`src/rtl/timer_countdown.sv`:
```
// mm:ss BCD countdown timer with load/start/stop control and a one-cycle done pulse.
// State  | meaning
// IDLE   | no time pending (zero or freshly cleared)
// PAUSE  | nonzero time loaded or countdown halted; waiting for start
// RUN    | decrementing on each tick
// DONE   | single cycle after reaching 00:00, then back to IDLE
module timer_countdown #(
  parameter int SEC_TENS_MAX = 5
) (
  input  logic        i_clock,
  input  logic        i_clear,
  input  logic        i_tick,
  input  logic        i_load,
  input  logic [15:0] i_digits_in,
  input  logic        i_start,
  input  logic        i_stop,
  output logic [3:0]  o_min_tens,
  output logic [3:0]  o_min_units,
  output logic [3:0]  o_sec_tens,
  output logic [3:0]  o_sec_units,
  output logic        o_running,
  output logic        o_done,
  output logic        o_zero
);

  localparam logic [1:0] S_IDLE  = 2'd0;
  localparam logic [1:0] S_PAUSE = 2'd1;
  localparam logic [1:0] S_RUN   = 2'd2;
  localparam logic [1:0] S_DONE  = 2'd3;

  localparam logic [3:0] LP_ST_MAX = 4'(SEC_TENS_MAX);

  logic [1:0] r_state;
  logic [3:0] r_mt, r_mu, r_st, r_su;

  logic       w_zero;
  logic       w_load_ok;
  logic       w_load_zero;
  logic       w_dec_to_zero;
  logic [3:0] w_mt_dec, w_mu_dec, w_st_dec, w_su_dec;

  assign w_zero = (r_mt == 4'd0) && (r_mu == 4'd0) && (r_st == 4'd0) && (r_su == 4'd0);

  assign w_load_ok = ((r_state == S_IDLE) || (r_state == S_PAUSE)) &&
                     (i_digits_in[15:12] <= 4'd9) && (i_digits_in[11:8] <= 4'd9) &&
                     (i_digits_in[7:4] <= LP_ST_MAX) && (i_digits_in[7:4] <= 4'd9) &&
                     (i_digits_in[3:0] <= 4'd9);
  assign w_load_zero = (i_digits_in == 16'h0000);

  // Borrow chain; only evaluated when the current value is nonzero.
  always_comb begin
    w_mt_dec = r_mt;
    w_mu_dec = r_mu;
    w_st_dec = r_st;
    w_su_dec = r_su;
    if (r_su != 4'd0) begin
      w_su_dec = r_su - 4'd1;
    end else begin
      w_su_dec = 4'd9;
      if (r_st != 4'd0) begin
        w_st_dec = r_st - 4'd1;
      end else begin
        w_st_dec = LP_ST_MAX;
        if (r_mu != 4'd0) begin
          w_mu_dec = r_mu - 4'd1;
        end else begin
          w_mu_dec = 4'd9;
          w_mt_dec = r_mt - 4'd1;
        end
      end
    end
  end

  assign w_dec_to_zero = (r_mt == 4'd0) && (r_mu == 4'd0) && (r_st == 4'd0) && (r_su == 4'd1);

  always_ff @(posedge i_clock) begin
    if (i_clear) begin
      r_state <= S_IDLE;
      r_mt    <= 4'd0;
      r_mu    <= 4'd0;
      r_st    <= 4'd0;
      r_su    <= 4'd0;
    end else begin
      case (r_state)
        S_IDLE, S_PAUSE: begin
          if (i_load && w_load_ok) begin
            r_mt    <= i_digits_in[15:12];
            r_mu    <= i_digits_in[11:8];
            r_st    <= i_digits_in[7:4];
            r_su    <= i_digits_in[3:0];
            r_state <= w_load_zero ? S_IDLE : S_PAUSE;
          end else if (r_state == S_PAUSE && i_start && !i_stop && !w_zero) begin
            r_state <= S_RUN;
          end
        end
        S_RUN: begin
          if (i_stop) begin
            r_state <= S_PAUSE;
          end else if (i_tick && !w_zero) begin
            r_mt <= w_mt_dec;
            r_mu <= w_mu_dec;
            r_st <= w_st_dec;
            r_su <= w_su_dec;
            if (w_dec_to_zero) begin
              r_state <= S_DONE;
            end
          end
        end
        default: r_state <= S_IDLE;
      endcase
    end
  end

  assign o_min_tens  = r_mt;
  assign o_min_units = r_mu;
  assign o_sec_tens  = r_st;
  assign o_sec_units = r_su;
  assign o_running   = (r_state == S_RUN);
  assign o_done      = (r_state == S_DONE);
  assign o_zero      = w_zero;

endmodule

```
`config.mk`:
```
export PLATFORM = sky130hd
export DESIGN_NAME = timer_countdown
export DESIGN_NICKNAME = d
export VERILOG_FILES = /design/src/rtl/timer_countdown.sv
export SDC_FILE = /design/constraint.sdc
export NUM_CORES = 1
export LEC_CHECK = 0
export CAP_MARGIN = 20
export CORE_AREA = 2 2 56 58
export CTS_BUF_LIST = sky130_fd_sc_hd__clkbuf_8
export DETAILED_ROUTE_END_ITERATION = 7
export DIE_AREA = 0 0 58 60
export PLACE_DENSITY_LB_ADDON = 0.05
export SLEW_MARGIN = 20
export SYNTH_ARGS = -nofsm -noshare
export SYNTH_HDL_FRONTEND = slang
export SYNTH_SLANG_ARGS = --single-unit
```
`constraint.sdc`:
```
create_clock -name i_clock -period 2.5 [get_ports i_clock]
set_clock_uncertainty 0.2 [all_clocks]
set_input_delay 0.75 -clock i_clock [delete_from_list [all_inputs] [get_ports i_clock]]
set_output_delay 0.75 -clock i_clock [all_outputs]
set_load 0.03 [all_outputs]
```
* Word level (Yosys, flattened, before mapping) *
Cells that the tools add are included.

word-level totals
  input port bits = 22
  output and inout port bits = 19
  register bits after elaboration = 18

operators by class
  equality and inequality tests = 13
  reduce and logical (&&, ||, !) cells = 33
  $add $sub $neg = 4
  magnitude comparators = 5
  mux-type cells = 32

operators with widths
  kind                                                 number
  2-to-1 mux 4 bit                                     21
  one-hot mux 4 bit (2 select lines)                   4
  <= comparator 4 bit, second input constant           4
  logical NOT 16 bit                                   1
  logical NOT 4 bit                                    4
  subtractor 4 x 1 -> 4 bit, second input constant     4
  logical AND 1 bit                                    14
  nonzero test 4 bit                                   3
  2-to-1 mux 2 bit                                     5
  != test 2 bit, second input constant                 5
  AND reduction 7 bit                                  1
  != test 3 x 2 -> 1 bit, second input constant        2
  AND reduction 6 bit                                  1
  AND reduction 5 bit                                  1
  equality test 2 bit, second input constant           2
  equality test 4 x 1 -> 1 bit, second input constant  1
  <= comparator 4 x 3 -> 1 bit, second input constant  1
  one-hot mux 2 bit (2 select lines)                   1
  AND reduction 4 bit                                  1
  != test 3 bit, second input constant                 1
  AND reduction 3 bit                                  1
  equality test 2 x 1 -> 1 bit, second input constant  1
  logical NOT 1 bit                                    2
  logical NOT 2 bit                                    1
  other kinds (5)                                      5

* Depth between registers and ports, before layout *
Gate-level depths: netlist of run 1.

  word-level depth = 10
  depth in mapped cells = 8

* Worst setup path after synthesis of run 1 *
No wires, ideal clock.

  path type = register to output
  start = reg r_mt[0] (netlist: o_min_tens[0])
  end = out o_zero
  cell stages (with the launch flop) = 6
  arrival time = 1483 ps
  path slack = 67 ps
  data required time = 1550 ps
  path through = dfxtp_1 > inv_1 > ha_1 > nor3b_1 > nand4_1 > inv_1

between the ends
  longest elaborated chain between the ends = 4

ends and longest elaborated chain
  item                            line  source
  from (decl)                     34    logic [3:0] r_mt, r_mu, r_st, r_su;
  from (signal assigned)          87    r_mt <= i_digits_in[15:12];
  from (signal assigned)          100   r_mt <= w_mt_dec;
  logical NOT 4 bit               42    assign w_zero = (r_mt == 4'd0) && (r_mu == 4'd0) && (r_st == 4'd0) && (r_su == 4'd0);
  logical AND 1 bit (3 in a row)  42
  to (decl)                       23    output logic o_zero

Every way passes these cells.

* Worst setup path in the final report of run 1 *
Ends and elaborated chain as after synthesis.

==> results of run 1 <==
[report_power, final]
part	internal [mW]	total, mW	switching (mW)
logic	0.110	0.215	0.105
clock network	0.140	0.255	0.115
registers	0.292	0.304	0.0123
[cell families after synthesis]
logic type      count (synthesis)  synth area share
simple gates                   77             0.326
compound gates                 63             0.316
flops                          18             0.273
buf+inv                        16            0.0587
fa+ha+maj                       2            0.0189
mux                             1           0.00758
[cell usage in the layout, fill, tap and decap left out, types with 3 or more instances in the layout]
cell,count
a31oi_1,4
nand4_1,5
buf_4,33
nor2_1,11
inv_1,5
dlymetal6s2s_1,5
clkbuf_8,4
a32o_1,3
nand3_1,7
nor4_4,3
nor4_1,4
clkdlybuf4s50_1,32
a21o_1,3
o21ai_1,6
dfxtp_1,13
dfxtp_2,4
o21ai_0,9
nor3_1,4
a21oi_1,17
nand2_1,21
and2_1,3
nor3b_1,3
[stage by stage]
step,setup slack [ns],hold slack (ns)
finish,0.0210,0.314
global route,-0.0334,0.329
CTS,-0.00728,0.312
detailed placement,-0.255,0.282
global placement,-0.193,0.267
floorplan,0.0667,0.282
[state kept, by name, indices dropped and copies added, names as in the netlist]
register and cells:
o_min_tens 4, o_min_units 4, o_sec_tens 4, o_sec_units 4, r_state 2
[path summary, 6_finish.rpt]
path	endpoint	slack, ns	cells after the start
max	o_zero	0.02	6
min	o_sec_tens[3]	0.31	2
max reg2reg	o_min_tens[1]	0.47	6
min reg2reg	o_sec_tens[3]	0.31	2
[area by class of cell]
cell class / instances / area [sq um]
Clock buffer: 4 / 55.1
Fill cell: 240 / 812
Inverter: 7 / 26.3
Multi-Input combinational cell: 143 / 937
Sequential cell: 18 / 369
Tap cell: 33 / 41.3
Timing Repair Buffer: 73 / 662
[routing by layer]
layer | up-vias | GRT usage | wire length (um)
met3 | 8 | 0.0325 | 303
met5 | - | 0 | 0
li1 | 806 | - | -
met1 | 793 | 0.325 | 1960
met2 | 88 | 0.450 | 2200
met4 | 0 | 0.120 | 63
[timing repair]
item                       CTS  global route
pin swaps                    1            13
resized for setup            4            27
setup endpoints to repair    4            18
buffers inserted             0             7
[critical path: stages, from the launching register on]
cell and delay [ns]:
dfxtp_2 0.34, inv_2 0.07, ha_2 0.17, nor3b_4 0.22
nand4_1 0.21, inv_1 0.12, buf_6 0.13
==> metrics.yaml, run 1 <==
placed_area_sq_um: 1900
synthMostInstantiatedCell: "nand2_1"
status: "completed"
fmax_mhz: 403
area_growth_pct: 58.2
numCtsBuffers: 3
peakVddDrop_uv: 329
hp-class: "register to register"
synth_area_sq_um: 1320
root_buffer: "clkbuf_8"
timing.final.crit_share: 0.992
dpl.hpwl_mm: 3.31
synthFlopType: "dfxtp_1"
drv_cap: 0
grt_pass1_vias: 1551
yosysSeqAreaShare: 0.273
power_density_nw_per_um2: 371
die_x_um: 58
grt_first_pass_wirelength_mm: 6.98
critPathKind: "register to output pin"
fin_setup_tns_ns: 0
period_minus_slack_ns: 2.48
via_per_inst: 6.10
syn_nets: 201
cts_tree: "done"
core-area_sq_um: 2900
die-height_um: 60
ys_seq_elements: 18
path_max_fanout: 4
cts_max_level: 1
drive_above_1_share: 0.249
num-nets-final: 270
rows: 20
hold_start: "o_sec_tens[3]"
synth_top_area_share: 0.273
drc_errors: 0
pin_count: 41
hold_viol: 0
fin_area_sq_um: 2090
synth-async-reset-ratio: 0
place_inst: 267
power.total_uw: 775
finalMaxSlewViolations: 0
overflow: 0
hold_buffers: 0
ys_top_cells_by_area: "dfxtp_1, a21oi_1, nand2_1"
synth_warnings: 0
r2r_start: "o_sec_tens[2]"
first_pass_iters: 4
antenna_left: 0
slew_headroom: 0.727
setup.worst_path.end_class: "output pin"
syn_inst: 177
ys_top_cells_by_count: "nand2_1, a21oi_1, dfxtp_1"
startpoint: "o_min_tens[0]"
fin_cells: 278
tightest_slew_ns: 0.409
cp-start-kind: "register"
clk_pin_slew_ns: 0.08
vias: 1695
drt_iter0_drc: 103
antenna_found_initial: 0
synth_edf_count: 0
rsz0062_at_grt: "yes"
ys_types: 49
port_buffers: 40
drt_wl_total_mm: 4.53
die-area_sq_um: 3480
synth_largest_area_cell: "dfxtp_1"
p_leak_nw: 0.894
clkSinkCount: 18
critical_path_required_ns: 1.55
final_util: 0.720
place_congestion: 0.867
grt_start_max_net_pins: 20
clockBufferDepth: 2
avgSynthCellArea_sq_um: 7.46
grtUsageTotal: 0.261
cp.arrival_ns: 1.53
clk_latency_ns: 0.26
setup_violations: 0
n_antenna_cell: 0
start_util: 0.455
wl_per_cell_um: 16.3
Note: power is estimated with default switching activity, not from simulation.
==> run 2, diff against run 1 <==
--- a/config.mk
+++ b/config.mk
@@ -5,11 +5,12 @@
 export SDC_FILE = /design/constraint.sdc
 export NUM_CORES = 1
 export LEC_CHECK = 0
-export CAP_MARGIN = 20
-export CORE_AREA = 2 2 56 58
+export CELL_PAD_IN_SITES_DETAIL_PLACEMENT = 1
+export CELL_PAD_IN_SITES_GLOBAL_PLACEMENT = 2
+export CORE_AREA = 2 2 75 77
 export CTS_BUF_LIST = sky130_fd_sc_hd__clkbuf_8
 export DETAILED_ROUTE_END_ITERATION = 7
-export DIE_AREA = 0 0 58 60
+export DIE_AREA = 0 0 77 79
 export PLACE_DENSITY_LB_ADDON = 0.05
 export SLEW_MARGIN = 20
 export SYNTH_ARGS = -nofsm -noshare
==> run 2 against run 1 <==
Clock-buffer cell count unchanged. Sequential share of layout area decreased by 0.65 points. Utilization decreased by 32 points. Clock power increased by 4%. Non-clock buffer count decreased by 1. Total power increased by 2.6%. Register-to-register slack got worse by 0.13 ns. Worst setup slack improved by 0.036 ns. Design area increased by 1.4%. Worst hold slack got worse by 0.011 ns. Cell count increased by 14%. Largest power group unchanged.
==> metrics.yaml, run 2 (same netlist as run 1, synthesis figures left out) <==
status: "completed"  # unchanged
reg2reg_depth: 9  # was 6
power_density_nw_per_um2: 375  # was 371 nW/um^2
rows: 27  # was 20
core-area_sq_um: 5340  # was 2900 sq um
clkSinkCount: 18  # unchanged
clockBufferDepth: 2  # unchanged
hold_viol: 0  # unchanged
antenna_left: 0  # unchanged
grtUsageTotal: 0.191  # was 0.261
drt_iter0_drc: 66  # was 103
cp_slowest_stage_delay_ns: 0.73  # was 0.34 ns
wl_per_cell_um: 17.3  # was 16.3 um
peakVddDrop_uv: 180  # was 329 uV
mostFrequentLayoutCells: "buf_4, clkdlybuf4s50_1, nand2_1"  # unchanged
pin_count: 41  # unchanged
via_per_inst: 5.16  # was 6.10
area_growth_pct: 60.4  # was 58.2%
worst_path_max_delay_cell: "clkdlybuf4s50_1"  # was dfxtp_2
n_antenna_cell: 0  # unchanged
place_congestion: 0.851  # was 0.867
startpoint: "o_sec_units[3]"  # was o_min_tens[0]
tightest_slew_ns: 0.376  # was 0.409 ns
antenna_found_initial: 0  # unchanged
drt_wl_total_mm: 5.48  # was 4.53 mm
period_minus_slack_ns: 2.44  # was 2.48 ns
clk_latency_ns: 0.27  # was 0.26 ns
clk_pin_slew_ns: 0.08  # about the same
vias: 1632  # was 1695
start_util: 0.248  # was 0.455
fmax_mhz: 409  # was 403 MHz
r2r_end: "o_sec_tens[2]"  # was o_min_tens[1]
numCtsBuffers: 3  # unchanged
hold_path_depth: 2  # unchanged
p_leak_nw: 0.934  # was 0.894 nW
cp-start-kind: "register"  # unchanged
grt_start_max_net_pins: 20  # unchanged
power.total_uw: 795  # was 775 uW
setup.worst_path.end_class: "output pin"  # unchanged
path_max_fanout: 6  # was 4
fin_setup_tns_ns: 0  # unchanged
timing.final.crit_share: 0.977  # was 0.992
die-height_um: 79  # was 60 um
regToRegSetupSlack_ns: 0.34  # was 0.47 ns
critPathKind: "register to output pin"  # unchanged
worst_hold_slack_ns: 0.303  # was 0.314 ns
first_pass_iters: 4  # unchanged
slew_headroom: 0.750  # was 0.727
r2r_start: "o_min_tens[0]"  # was o_sec_tens[2]
num-nets-final: 269  # was 270
port_buffers: 40  # unchanged
drv_cap: 0  # unchanged
path_buf_inv: 1  # was 3
drc_errors: 0  # unchanged
dpl.hpwl_mm: 4.34  # was 3.31 mm
layout_commonest_cell: "buf_4"  # unchanged
overflow: 0  # unchanged
die-area_sq_um: 6080  # was 3480 sq um
root_buffer: "clkbuf_8"  # unchanged
die_x_um: 77  # was 58 um
worstPathCellList: "clkdlybuf4s50_1"  # was inv_2, ha_2, nor3b_4, nand4_1, inv_1, buf_6
hp-class: "register to register"  # unchanged
cts_tree: "done"  # unchanged
grt_pass1_vias: 1787  # was 1551
hold_start: "o_sec_tens[3]"  # unchanged
cp_top_family: "buffers and inverters"  # was simple AND/OR/NAND/NOR gates
finalMaxSlewViolations: 0  # unchanged
setup_violations: 0  # unchanged
cts_max_level: 1  # unchanged
holdPathEnd: "o_sec_tens[3]"  # unchanged
grt_first_pass_wirelength_mm: 9.14  # was 6.98 mm
drive_above_1_share: 0.217  # was 0.249
critical_path_required_ns: 1.55  # about the same
final_util: 0.397  # was 0.720
cp.arrival_ns: 1.49  # was 1.53 ns
run 2: cell types whose count changed in the layout (fill, tap and decap cells not counted), moves of 2 or more:
cell / previous run / this run
dfxtp_1: 13 / 18
clkdlybuf4s50_1: 32 / 29
o21ai_2: 0 / 2
dlymetal6s2s_1: 5 / 8
o21ai_0: 9 / 12
dfxtp_2: 4 / 0
o21ai_1: 6 / 1
run 2: cell type report:
type / count / area (sq um)
Clock buffer: 4 / 55.1
Tap cell: 72 / 90.1
Inverter: 7 / 26.3
Timing Repair Buffer: 72 / 658
Fill cell: 674 / 3220
Sequential cell: 18 / 360
Multi-Input combinational cell: 143 / 930
run 2: how the worst max path moves through the flow:
stage,cells past startpoint,endpoint,slack (ns)
after floorplan,5,o_zero,0.07
after global placement,6,o_sec_units[2],-0.31
after detailed placement,6,o_sec_units[2],-0.34
after CTS,6,o_sec_units[2],-0.01
after global routing,6,o_zero,-0.002
final,1,o_sec_units[3],0.06
run 2: per-layer routing:
layer / GRT usage / routed length (um) / part of all wire / vias to the layer above
met2: 0.351 / 2790 / 0.51 / 33
met5: 0 / 0 / 0 / -
met1: 0.227 / 2420 / 0.44 / 786
li1: - / - / - / 804
met4: 0.0661 / 113 / 0.021 / 0
met3: 0.0284 / 158 / 0.029 / 9
run 2: metrics by stage:
| step | setup slack (ns) | cell area [sq um] | cells |
|---|---|---|---|
| after detailed placement | -0.338 | 1990 | 311 |
| after CTS | -0.0147 | 2060 | 315 |
| after global routing | -0.00159 | 2120 | 316 |
| final | 0.0573 | 2120 | 316 |
| after floorplan | 0.0667 | 1320 | 177 |
| after global placement | -0.305 | 1990 | 311 |
run 2: what timing repair did:
item                       in CTS  in global routing
resized for setup               5                 17
buffers inserted                0                  1
setup endpoints to repair       7                 17
hold buffers                    0                  0
pin swaps                       1                  6
run 2: power breakdown:
part	switching (mW)	internal (mW)
combinational	0.111	0.114
sequential	0.0119	0.293
clock	0.125	0.141
